`src/rtl/eth_mac_pkg.sv`:
```
// eth_mac_pkg: Ethernet MAC shared CRC-32 constants and byte-step function.
package eth_mac_pkg;
  localparam logic [31:0] CRC32_POLY    = 32'h04C11DB7;
  localparam logic [31:0] CRC32_INIT    = 32'hFFFFFFFF;
  localparam logic [31:0] CRC32_RESIDUE = 32'hC704DD7B;
  // Unreflected register, data bits fed LSB first (wire order)
  function automatic logic [31:0] crc32_d8(input logic [7:0] data, input logic [31:0] crc);
    logic [31:0] c;
    c = crc;
    for (int i = 0; i < 8; i++)
      c = (c[31] ^ data[i]) ? {c[30:0], 1'b0} ^ CRC32_POLY : {c[30:0], 1'b0};
    return c;
  endfunction
endpackage

```
`src/rtl/eth_rx_fcs_delay.sv`:
```
// eth_rx_fcs_delay: byte shift register with fill count; holds back the trailing DEPTH bytes of a frame.
module eth_rx_fcs_delay #(
  parameter int DEPTH = 4,
  parameter int W     = 8
) (
  input  logic         clk,
  input  logic         rst_n,
  input  logic         push_i,
  input  logic         clear_i,
  input  logic [W-1:0] data_i,
  output logic         full_o,
  output logic [W-1:0] head_o
);
  localparam int FW = $clog2(DEPTH + 1);
  localparam logic [FW-1:0] FULL = FW'(DEPTH);
  logic [W-1:0]  sr_q [DEPTH];
  logic [FW-1:0] fill_q;
  assign full_o = fill_q == FULL;
  assign head_o = sr_q[DEPTH-1];
  // clear_i drops the held bytes without shifting; they are the FCS
  always_ff @(posedge clk or negedge rst_n) begin
    if (!rst_n) begin
      fill_q <= '0;
      for (int i = 0; i < DEPTH; i++) sr_q[i] <= '0;
    end else if (push_i) begin
      if (clear_i) begin
        fill_q <= '0;
      end else begin
        sr_q[0] <= data_i;
        for (int i = 1; i < DEPTH; i++) sr_q[i] <= sr_q[i-1];
        fill_q <= full_o ? fill_q : fill_q + 1'b1;
      end
    end
  end
endmodule

```
`src/rtl/eth_mac_rx_fcs_check.sv`:
```
// eth_mac_rx_fcs_check: RX FCS check and strip; tags the last payload byte good/bad and reports frame status.
module eth_mac_rx_fcs_check
  import eth_mac_pkg::*;
#(
  parameter int MIN_LEN = 64,
  parameter int MAX_LEN = 1518,
  parameter int CNT_W   = 16
) (
  input  logic             clk,
  input  logic             rst_n,
  input  logic             in_valid,
  input  logic [7:0]       in_data,
  input  logic             in_last,
  input  logic             in_err,
  output logic             out_valid,
  output logic [7:0]       out_data,
  output logic             out_last,
  output logic             out_bad,
  output logic             stat_valid,
  output logic             stat_crc,
  output logic             stat_len,
  output logic             stat_phy,
  output logic [CNT_W-1:0] stat_bytes,
  output logic [CNT_W-1:0] err_cnt
);
  localparam logic [CNT_W-1:0] MIN_L = CNT_W'(MIN_LEN);
  localparam logic [CNT_W-1:0] MAX_L = CNT_W'(MAX_LEN);
  localparam logic [CNT_W-1:0] RUNT  = CNT_W'(4);
  logic [31:0]      crc_q, crc_d;
  logic [CNT_W-1:0] cnt_q, len_d, bytes_q, err_cnt_q;
  logic             phy_q, phy_d, crc_err, len_err, bad, frame_end, full;
  logic [7:0]       head, data_q;
  logic             valid_q, last_q, bad_q, sv_q, sc_q, sl_q, sp_q;
  eth_rx_fcs_delay #(.DEPTH(4), .W(8)) u_delay (
    .clk     (clk),
    .rst_n   (rst_n),
    .push_i  (in_valid),
    .clear_i (in_last),
    .data_i  (in_data),
    .full_o  (full),
    .head_o  (head)
  );
  // crc_q is reloaded with the init value at every frame end, so a new frame never sees stale state
  always_comb begin
    crc_d     = crc32_d8(in_data, crc_q);
    len_d     = &cnt_q ? cnt_q : cnt_q + 1'b1;
    phy_d     = phy_q | in_err;
    crc_err   = crc_d != CRC32_RESIDUE;
    len_err   = len_d <= RUNT | len_d < MIN_L | len_d > MAX_L;
    frame_end = in_valid & in_last;
    bad       = crc_err | len_err | phy_d;
  end
  always_ff @(posedge clk or negedge rst_n) begin
    if (!rst_n) begin
      crc_q     <= CRC32_INIT;
      cnt_q     <= '0;
      phy_q     <= 1'b0;
      valid_q   <= 1'b0;
      data_q    <= '0;
      last_q    <= 1'b0;
      bad_q     <= 1'b0;
      sv_q      <= 1'b0;
      sc_q      <= 1'b0;
      sl_q      <= 1'b0;
      sp_q      <= 1'b0;
      bytes_q   <= '0;
      err_cnt_q <= '0;
    end else begin
      valid_q <= in_valid & full;
      data_q  <= head;
      last_q  <= frame_end & full;
      bad_q   <= frame_end & full & bad;
      sv_q    <= frame_end;
      sc_q    <= frame_end & crc_err;
      sl_q    <= frame_end & len_err;
      sp_q    <= frame_end & phy_d;
      bytes_q <= frame_end ? len_d : '0;
      if (in_valid) begin
        crc_q <= in_last ? CRC32_INIT : crc_d;
        cnt_q <= in_last ? '0 : len_d;
        phy_q <= ~in_last & phy_d;
      end
      if (frame_end & bad & ~&err_cnt_q) err_cnt_q <= err_cnt_q + 1'b1;
    end
  end
  assign out_valid  = valid_q;
  assign out_data   = data_q;
  assign out_last   = last_q;
  assign out_bad    = bad_q;
  assign stat_valid = sv_q;
  assign stat_crc   = sc_q;
  assign stat_len   = sl_q;
  assign stat_phy   = sp_q;
  assign stat_bytes = bytes_q;
  assign err_cnt    = err_cnt_q;
endmodule

```
`config.mk`:
```
export PLATFORM = sky130hd
export DESIGN_NAME = eth_mac_rx_fcs_check
export DESIGN_NICKNAME = d
export VERILOG_FILES = /design/src/rtl/eth_mac_pkg.sv /design/src/rtl/eth_rx_fcs_delay.sv /design/src/rtl/eth_mac_rx_fcs_check.sv
export SDC_FILE = /design/constraint.sdc
export NUM_CORES = 1
export LEC_CHECK = 0
export CORE_ASPECT_RATIO = 0.75
export CORE_UTILIZATION = 35
export CTS_CLUSTER_SIZE = 16
export DETAILED_ROUTE_END_ITERATION = 10
export PLACE_DENSITY = 0.51
export SYNTH_ARGS = -nofsm -noshare
export SYNTH_HDL_FRONTEND = slang
export SYNTH_SLANG_ARGS = --single-unit
```
`constraint.sdc`:
```
create_clock -name clk -period 6.1 [get_ports clk]
set_input_delay 0.61 -clock clk [delete_from_list [all_inputs] [get_ports clk]]
set_output_delay 0.61 -clock clk [all_outputs]
set_load 0.03 [all_outputs]
```
# After elaboration in Yosys (flattened, before gate mapping)
# Cells that the tools add are included.
# classes
n_addsub,3
n_bitwise,32
muxes,14
n_eq_ne,3
order_cmp,3
n_reduce_logical,5
# ops
cell,n
$mux W27,8
$not A14 Y14,8
$mux W16,3
$add A16 B1 Y16 const B,2
$mux W32,1
$ne A32 B32 Y1 const B,1
$reduce_and A16 Y1,2
$gt A16 B11 Y1 const B,1
$le A16 B3 Y1 const B,1
$lt A16 B7 Y1 const B,1
$and A1 B1 Y1,10
$xor A1 B1 Y1,8
$mux W3,2
$or A1 B1 Y1,5
$reduce_and A2 Y1,2
$add A3 B1 Y3 const B,1
$eq A3 B3 Y1 const B,1
$ne A2 B2 Y1 const B,1
$logic_not A1 Y1,1
$not A1 Y1,1
# word_totals
reg_bits,131
output_inout_bits,47
word_cells,78
input_bits,13

# Logic depth before layout (Yosys ltp)
# Gate-level depths: netlist of run 1.
# depth
word_depth,21
depth_mapped,13
mapped_depth_nobuf,11

# Modules after synthesis
# A second synthesis of run 1 with hierarchy kept.
# hier_totals
cells_unflattened,613
area_unflattened_um2,6851.6
# modules_own_cells
mod,instances,seq_area_each_um2,area_each_um2,cells_each
eth_mac_rx_fcs_check,1,2442.3,5268.8,519
eth_rx_fcs_delay,1,875.8,1582.8,94

# Worst setup path before layout of run 1
# Ideal clock, no wire load.
# synth_timing
path_kind,input to register
from,input port in_data[2]
to,"register err_cnt_q[7], in the netlist err_cnt[7]"
required_ns,5.962
arrival_time_ns,2.782
path_buffers,1
setup_ns,0.138
setup_slack_ns,3.180
stages,10
cell_sequence,xnor2_2 > xnor2_1 > xnor3_1 > nor3_1 > o2111ai_1 > nor3_2 > a21o_4 > buf_6 > nor2_1 > xor2_1
# synth_between
elab_chain_len,16
word_cells_on_any_way,17
classes_between,eq/ne: 1; mux: 6; bitwise: 10
# synth_rtl
item,line_no,source
start: declaration,eth_mac_rx_fcs_check.sv:12,"input logic [7:0] in_data,"
$xor A1 B1 Y1 *,eth_mac_pkg.sv:11,"c = (c[31] ^ data[i]) ? {c[30:0], 1'b0} ^ CRC32_POLY : {c[30:0], 1'b0};"
$mux W27 *,eth_mac_pkg.sv:11,
$not A14 Y14 (no source line),n/a,
$mux W27,eth_mac_pkg.sv:11,
$not A14 Y14 (no source line) or $mux W27 (tied branches),n/a,
$mux W27 or $not A14 Y14 (tied branches),n/a,
$mux W27,eth_mac_pkg.sv:11,
$not A14 Y14 (no source line),n/a,
$mux W27,eth_mac_pkg.sv:11,
$not A14 Y14 (no source line),n/a,
$mux W27,eth_mac_pkg.sv:11,
$ne A32 B32 Y1 *,eth_mac_rx_fcs_check.sv:48,crc_err = crc_d != CRC32_RESIDUE;
$or A1 B1 Y1 * (2 in series),eth_mac_rx_fcs_check.sv:51,bad = crc_err | len_err | phy_d;
$and A1 B1 Y1 * (2 in series),eth_mac_rx_fcs_check.sv:83,if (frame_end & bad & ~&err_cnt_q) err_cnt_q <= err_cnt_q + 1'b1;
end signal: assignment,eth_mac_rx_fcs_check.sv:83,
end: declaration,eth_mac_rx_fcs_check.sv:30,"logic [CNT_W-1:0] cnt_q, len_d, bytes_q, err_cnt_q;"
# Mark *: on every way between the ends. The rest lies on a longest branch, timed or not.
# A chain may end at the register's enable or synchronous reset.

# Worst setup path in the final report of run 1
# layout_timing
from,register cnt_q[0]
to,"register err_cnt_q[1], in the netlist err_cnt[1]"
# layout_between
elab_chain_len,9
word_cells_on_any_way,12
classes_between,add/sub: 1; order compare: 3; mux: 1; bitwise: 6; reduce/logical: 1
# layout_rtl
item,line_no,source
start: declaration,eth_mac_rx_fcs_check.sv:30,
start signal: assignment,eth_mac_rx_fcs_check.sv:80,cnt_q <= in_last ? '0 : len_d;
$add A16 B1 Y16 or $reduce_and A16 Y1 (tied branches),eth_mac_rx_fcs_check.sv:46,len_d = &cnt_q ? cnt_q : cnt_q + 1'b1;
$mux W16 *,eth_mac_rx_fcs_check.sv:46,
$le A16 B3 Y1 or $lt A16 B7 Y1 (tied branches),eth_mac_rx_fcs_check.sv:49,len_err = len_d <= RUNT | len_d < MIN_L | len_d > MAX_L;
$or A1 B1 Y1,eth_mac_rx_fcs_check.sv:49,
$or A1 B1 Y1 *,eth_mac_rx_fcs_check.sv:49,
$or A1 B1 Y1 * (2 in series),eth_mac_rx_fcs_check.sv:51,
$and A1 B1 Y1 * (2 in series),eth_mac_rx_fcs_check.sv:83,
# Marked as above.

==> flow_summary.json, run 1 <==
{
  "status": "complete, no violations",
  "die_x_microns": 165,
  "die_area_sq_um": 20400,
  "yosys.cell_types.count": 58,
  "fin_crit_sh_pct": 62.2,
  "ys_seq_area_share_pct": 47.8,
  "synth-seq-cells": 131,
  "synth_cells": 708,
  "die_h_microns": 124,
  "antenna_found_initial": 0,
  "root_buffer": "clkbuf_16",
  "placed_cell_area_sq_um": 7720,
  "yosysTopAreaCell": "dfrtp_1",
  "cts_setup_buffers": 0,
  "place.detailed.hpwl_microns": 10900,
  "grt_first_pass_wirelength_microns": 26500,
  "routedWlPerCell_microns": 15.9,
  "finalNonFillerCells": 1019,
  "place_worst_setup_slack_ns": 1.90,
  "setup_viol": 0,
  "cts_max_path_buffers": 2,
  "layout-drive-gt1-share_pct": 12.4,
  "switchingPower_w": 0.00153,
  "final_core_util_pct": 42.7,
  "synth.net_count": 726,
  "p_per_area_nw_per_um2": 484,
  "regArea_sq_um": 3320,
  "crit_start": "cnt_q[0]",
  "gp_congestion": 0.875,
  "p_comb_share_pct": 44.0,
  "drt-initial-drc-count": 343,
  "final_common_cell": "nand2_1",
  "ioPinCount": 60,
  "stdcell_area_sq_um": 8280,
  "ant_nets": 0,
  "htree_levels": 4,
  "reg2reg_setup_slack_ns": 2.30,
  "grt_start_max_net_pins": 78,
  "num-nets-final": 771,
  "path_clk_slew_ns": 0.06,
  "synth_area_leaders": "dfrtp_1 (36%), dfstp_2 (12%), nand2_1 (7.1%)",
  "overflow": 0,
  "intPower_w": 0.00248,
  "crit_path_end_kind": "flop",
  "port_buffers": 59,
  "syn_avg_cell_area_sq_um": 9.81,
  "cts_tree": "yes",
  "drtPass1Iterations": 5,
  "wl_microns": 16200,
  "grt_use_total_pct": 17.1,
  "rsz0062_at_grt": "no",
  "placeableCoreArea_sq_um": 19400,
  "synth_edf_count": 0,
  "fmax_mhz": 263,
  "hold_viol_final": 0,
  "drc": 0,
  "post-route-min-period_ns": 3.80,
  "final_cell_mix": "nand2_1 (130), dfrtp_1 (99), nor2_1 (59)",
  "start_util_pct": 35.8,
  "insertion_delay_ns": 0.42,
  "worstPathRequired_ns": 6.40,
  "synth.cell_area_sq_um": 6940,
  "postLayoutSetupSlackWorst_ns": 2.30,
  "startpoint_type": "flop",
  "path_class": "reg -> reg",
  "numCtsBuffers": 17,
  "cp.arrival_ns": 4.10,
  "cap_violations": 0,
  "max_slew_margin_pct": 35.2,
  "ys_warn_count": 0,
  "placedCellCount": 987,
  "drv_slew": 0,
  "vias": 5077,
  "min_path_type": "in -> async",
  "fin_skew_ns": 0.0105,
  "seqPwrFrac_pct": 31.8,
  "nFillCells": 1910,
  "multi_input_comb_area_sq_um": 3390,
  "switching_share_pct": 38.3,
  "power_leakage_nw": 3.62,
  "cts_hold_buf": 0,
  "worst_r2r_endpoint": "err_cnt[1]",
  "tns_ns": 0,
  "path_max_fanout": 16,
  "r2r.worst_path.cells": 9,
  "crit-reg2reg-launch": "cnt_q[0]",
  "cp-endpoint": "err_cnt[1]",
  "power.share.clock_pct": 24.2,
  "cts.sinks": 131,
  "area_growth_pct": 19.3,
  "grt_pass1_vias": 4829,
  "ir_drop_mv": 0.181,
  "ctsResizeCount": 0,
  "insertedDiodeCount": 0,
  "synth-main-ff-cell": "dfrtp_1",
  "vias_per_cell": 4.98,
  "num_rows": 44,
  "async_reset_ff_share_pct": 100,
  "worst_pin_slew_ns": 0.972,
  "synthDominantCellAreaShare_pct": 35.7
}
-- how the worst min path moves through the flow --
stage | startpoint | to | slack (ns) | depth (start not counted)
6_report | rst_n | cnt_q[7] | 0.24 | 1
3_5_place_dp | u_delay.head_o[3] | out_data[3] | 0.36 | 0
2_1_floorplan | rst_n | cnt_q[0] | 0.31 | 0
4_1_cts | rst_n | cnt_q[7] | 0.28 | 1
3_3_place_gp | u_delay.head_o[7] | out_data[7] | 0.36 | 0
5_1_grt | rst_n | cnt_q[7] | 0.29 | 1
-- power groups by stage --
| stage | Clock, W | Combinational (W) | Sequential, W |
|---|---|---|---|
| after global placement | 0 | 0.00179 | 0.00129 |
| final | 0.000971 | 0.00176 | 0.00128 |
| after global routing | 0.00103 | 0.00193 | 0.00131 |
| after floorplan | 0 | 0.00133 | 0.00131 |
| after CTS | 0.00100 | 0.00178 | 0.00128 |
| after detailed placement | 0 | 0.00177 | 0.00129 |
-- cell type report --
cell class | count | area share (%)
clock inverter | 15 | 1.65
timing repair buffer | 63 | 7.40
inverter | 23 | 1.04
tap | 253 | 3.82
sequential | 131 | 40.1
multi-input combinational | 517 | 40.9
clock buffer | 17 | 5.14
-- cells by family (layout without fill, tap and decap cells) --
kind of cell / after synthesis / in the layout / share of synthesized area (%)
fa+ha+maj: 5 / 5 / 0.901
buf+inv: 60 / 118 / 3.59
xor+xnor: 107 / 107 / 17.4
compound gates: 110 / 110 / 9.93
flops: 131 / 131 / 47.8
simple gates: 286 / 286 / 19.1
mux: 9 / 9 / 1.32
-- layer usage --
layer,up-vias,global-route usage (%),wire length (microns)
li1,2493,-,-
met1,2485,25.6,8510
met2,87,24.5,7050
met3,12,3.43,533
met4,0,5.16,155
met5,-,0,0
-- synth_stat cells, types with 7 or more instances --
| cell type | n |
|---|---|
| nor2_1 | 59 |
| o22ai_1 | 13 |
| nand4_1 | 10 |
| buf_1 | 7 |
| buf_2 | 10 |
| dfrtp_1 | 99 |
| and3_1 | 10 |
| dfstp_2 | 32 |
| nand2_1 | 131 |
| xnor2_2 | 8 |
| nand2b_1 | 7 |
| clkbuf_1 | 18 |
| xnor3_1 | 7 |
| xor2_1 | 30 |
| nand3_1 | 19 |
| xnor2_1 | 55 |
| a21oi_1 | 51 |
| o21ai_0 | 9 |
| inv_1 | 23 |
| nor3_1 | 12 |
| mux2i_1 | 8 |
-- through the flow --
| stage | hold WS [ns] | total power, W |
|---|---|---|
| CTS | 0.278 | 0.00406 |
| global placement | 0.361 | 0.00308 |
| floorplan | 0.314 | 0.00264 |
| detailed placement | 0.360 | 0.00306 |
| finish | 0.242 | 0.00401 |
| global route | 0.294 | 0.00426 |
-- critical path, stage by stage, from the launching register on --
cell,delay [ns]
dfrtp_1,0.45
ha_1,0.37
nand3_1,0.33
nor4_2,0.62
nand3_1,0.14
o21a_1,0.14
a2111oi_0,0.65
o311a_1,0.38
a21o_4,0.25
mux2_2,0.35
-- flip-flops by register name (all words and copies together), names as in the netlist, 3 cells and up --
signal	count
u_delay.sr_q	24
cnt_q	16
crc_q	32
stat_bytes	16
u_delay.head_o	8
out_data	8
u_delay.fill_q	3
err_cnt	16
No activity file was read; power rests on OpenSTA's default activity.
==> inputs of run 2 (changes only) <==
Clock period 6.1 ns to 3.64 ns, I/O delays scaled along.
==> run 2 against run 1 <==
Compared with the run above: clock power rose by 69%; worst setup slack worse by 1.8 ns; critical path depth decreased by 1; global-route usage is 0.25 points higher; highest routed layer unchanged.
==> flow_summary.json, run 2 (same netlist as run 1, synthesis figures left out) <==
{
  "status": "complete, no violations",
  "nFillCells": 1921,
  "layout_top_registers": "crc_q (32), u_delay.sr_q (24)",
  "seqPwrFrac_pct": 30.8,
  "area_growth_pct": 22.2,
  "switching_share_pct": 38.3,
  "insertion_delay_ns": 0.42,
  "fin_skew_ns": 0.0112,
  "cp.arrival_ns": 3.47,
  "num_rows": 44,
  "vias": 5120,
  "wl_microns": 16400,
  "hold_viol_final": 0,
  "layout-drive-gt1-share_pct": 15.2,
  "wirelength_met1_microns": 8730,
  "routedWlPerCell_microns": 15.7,
  "numCtsBuffers": 17,
  "grt_use_total_pct": 17.3,
  "placed_cell_area_sq_um": 7910,
  "placeableCoreArea_sq_um": 19400,
  "largest_reg_flops": 32,
  "r2r.worst_path.cells": 8,
  "p_per_area_nw_per_um2": 819,
  "tns_ns": 0,
  "power.share.clock_pct": 23.6,
  "cts.sinks": 131,
  "cts_hold_buf": 0,
  "insertedDiodeCount": 0,
  "final_common_cell": "nand2_1",
  "worst_pin_slew_ns": 1.04,
  "overflow": 0,
  "die_h_microns": 124,
  "p_comb_share_pct": 45.7,
  "intPower_w": 0.00429,
  "crit_path_end_kind": "flop",
  "largest-register": "crc_q",
  "cts_max_path_buffers": 2,
  "dr_wl_met3_microns": 580,
  "die_x_microns": 165,
  "stdcell_area_sq_um": 8480,
  "switchingPower_w": 0.00266,
  "drtPass1Iterations": 4,
  "rsz0062_at_grt": "no",
  "setup_viol": 0,
  "antenna_found_initial": 0,
  "grt_start_max_net_pins": 82,
  "ant_nets": 0,
  "ir_drop_mv": 0.359,
  "port_buffers": 59,
  "htree_levels": 4,
  "path_max_fanout": 14,
  "drt-initial-drc-count": 295,
  "fmax_mhz": 315,
  "post-route-min-period_ns": 3.17,
  "fin_crit_sh_pct": 87.1,
  "drc": 0,
  "path_clk_slew_ns": 0.06,
  "cts_setup_buffers": 0,
  "drv_slew": 0,
  "max_slew_margin_pct": 30.6,
  "gp_congestion": 0.943,
  "place_worst_setup_slack_ns": 0.135,
  "ioPinCount": 60,
  "grt_pass1_vias": 5005,
  "ctsResizeCount": 0,
  "worstPathRequired_ns": 3.94,
  "path_class": "reg -> reg",
  "die_area_sq_um": 20400,
  "vias_per_cell": 4.90,
  "cap_violations": 0,
  "power_leakage_nw": 3.74,
  "start_util_pct": 35.8,
  "grt_first_pass_wirelength_microns": 26900,
  "min_path_type": "in -> async",
  "cts_tree": "yes",
  "postLayoutSetupSlackWorst_ns": 0.468,
  "top_layer_used": "met4",
  "num-nets-final": 797,
  "place.detailed.hpwl_microns": 11500,
  "startpoint_type": "flop",
  "final_cell_mix": "nand2_1 (131), dfrtp_1 (99), nor2_1 (59)",
  "root_buffer": "clkbuf_16",
  "p_total_w": 0.00694,
  "route.met2.wl_microns": 6890
}
==> run 2: changes by cell type in the layout (fill, tap and decap cells not counted) <==
| cell | delta |
|---|---|
| clkinv_2 | -1 |
| buf_4 | +26 |
| clkinv_8 | +1 |
| clkinv_4 | -1 |
| nand2_1 | +1 |
| nand2_2 | -1 |
| inv_6 | -2 |
| clkinvlp_4 | +3 |
==> run 2: worst max-delay path, stage by stage, from the launching register on <==
cell and delay, ns:
dfstp_2 0.58, xor2_1 0.35, xnor3_1 0.59, xnor2_2 0.29
and3_1 0.20, o2111ai_1 0.12, nor3_2 0.31, a21o_4 0.26
mux2_2 0.35
==> run 2: per-stage QoR <==
step,util [%],cells,hold WS [ns]
after global placement,40.8,1013,0.360
final,43.8,1045,0.133
after floorplan,-,708,0.0684
after CTS,43.8,1045,0.174
after global routing,43.8,1045,0.221
after detailed placement,40.8,1013,0.366
==> run 2: per-layer routing <==
metal | global-route usage, % | up-vias
met5 | 0 | -
met4 | 6.25 | 0
met3 | 3.03 | 21
met2 | 24.6 | 89
met1 | 26.1 | 2470
li1 | - | 2540
==> run 2: path summary, 6_finish.rpt <==
check / start / slack, ns / end
hold reg to reg: u_delay.head_o[5] / 0.38 / out_data[5]
setup reg to reg: crc_q[31] / 0.47 / err_cnt[1]
setup / recovery: crc_q[31] / 0.47 / err_cnt[1]
max in group asynchronous: rst_n / 2.61 / crc_q[12]
hold / removal: rst_n / 0.13 / stat_bytes[7]
min in group clk: in_valid / 0.27 / stat_valid
==> run 2: final cells by class <==
type / instances / area [sq um] / area share (%)
tap: 253 / 317 / 3.73
multi-input combinational: 517 / 3380 / 39.9
inverter: 23 / 86.3 / 1.02
clock inverter: 15 / 144 / 1.70
clock buffer: 17 / 425 / 5.02
sequential: 131 / 3320 / 39.1
timing repair buffer: 89 / 808 / 9.53
==> run 2: power groups by stage <==
stage	sequential, W	clock, W	combinational (W)
floorplan	0.00219	0	0.00223
global placement	0.00215	0	0.00317
detailed placement	0.00216	0	0.00315
CTS	0.00214	0.00169	0.00318
global route	0.00219	0.00175	0.00343
finish	0.00214	0.00164	0.00317
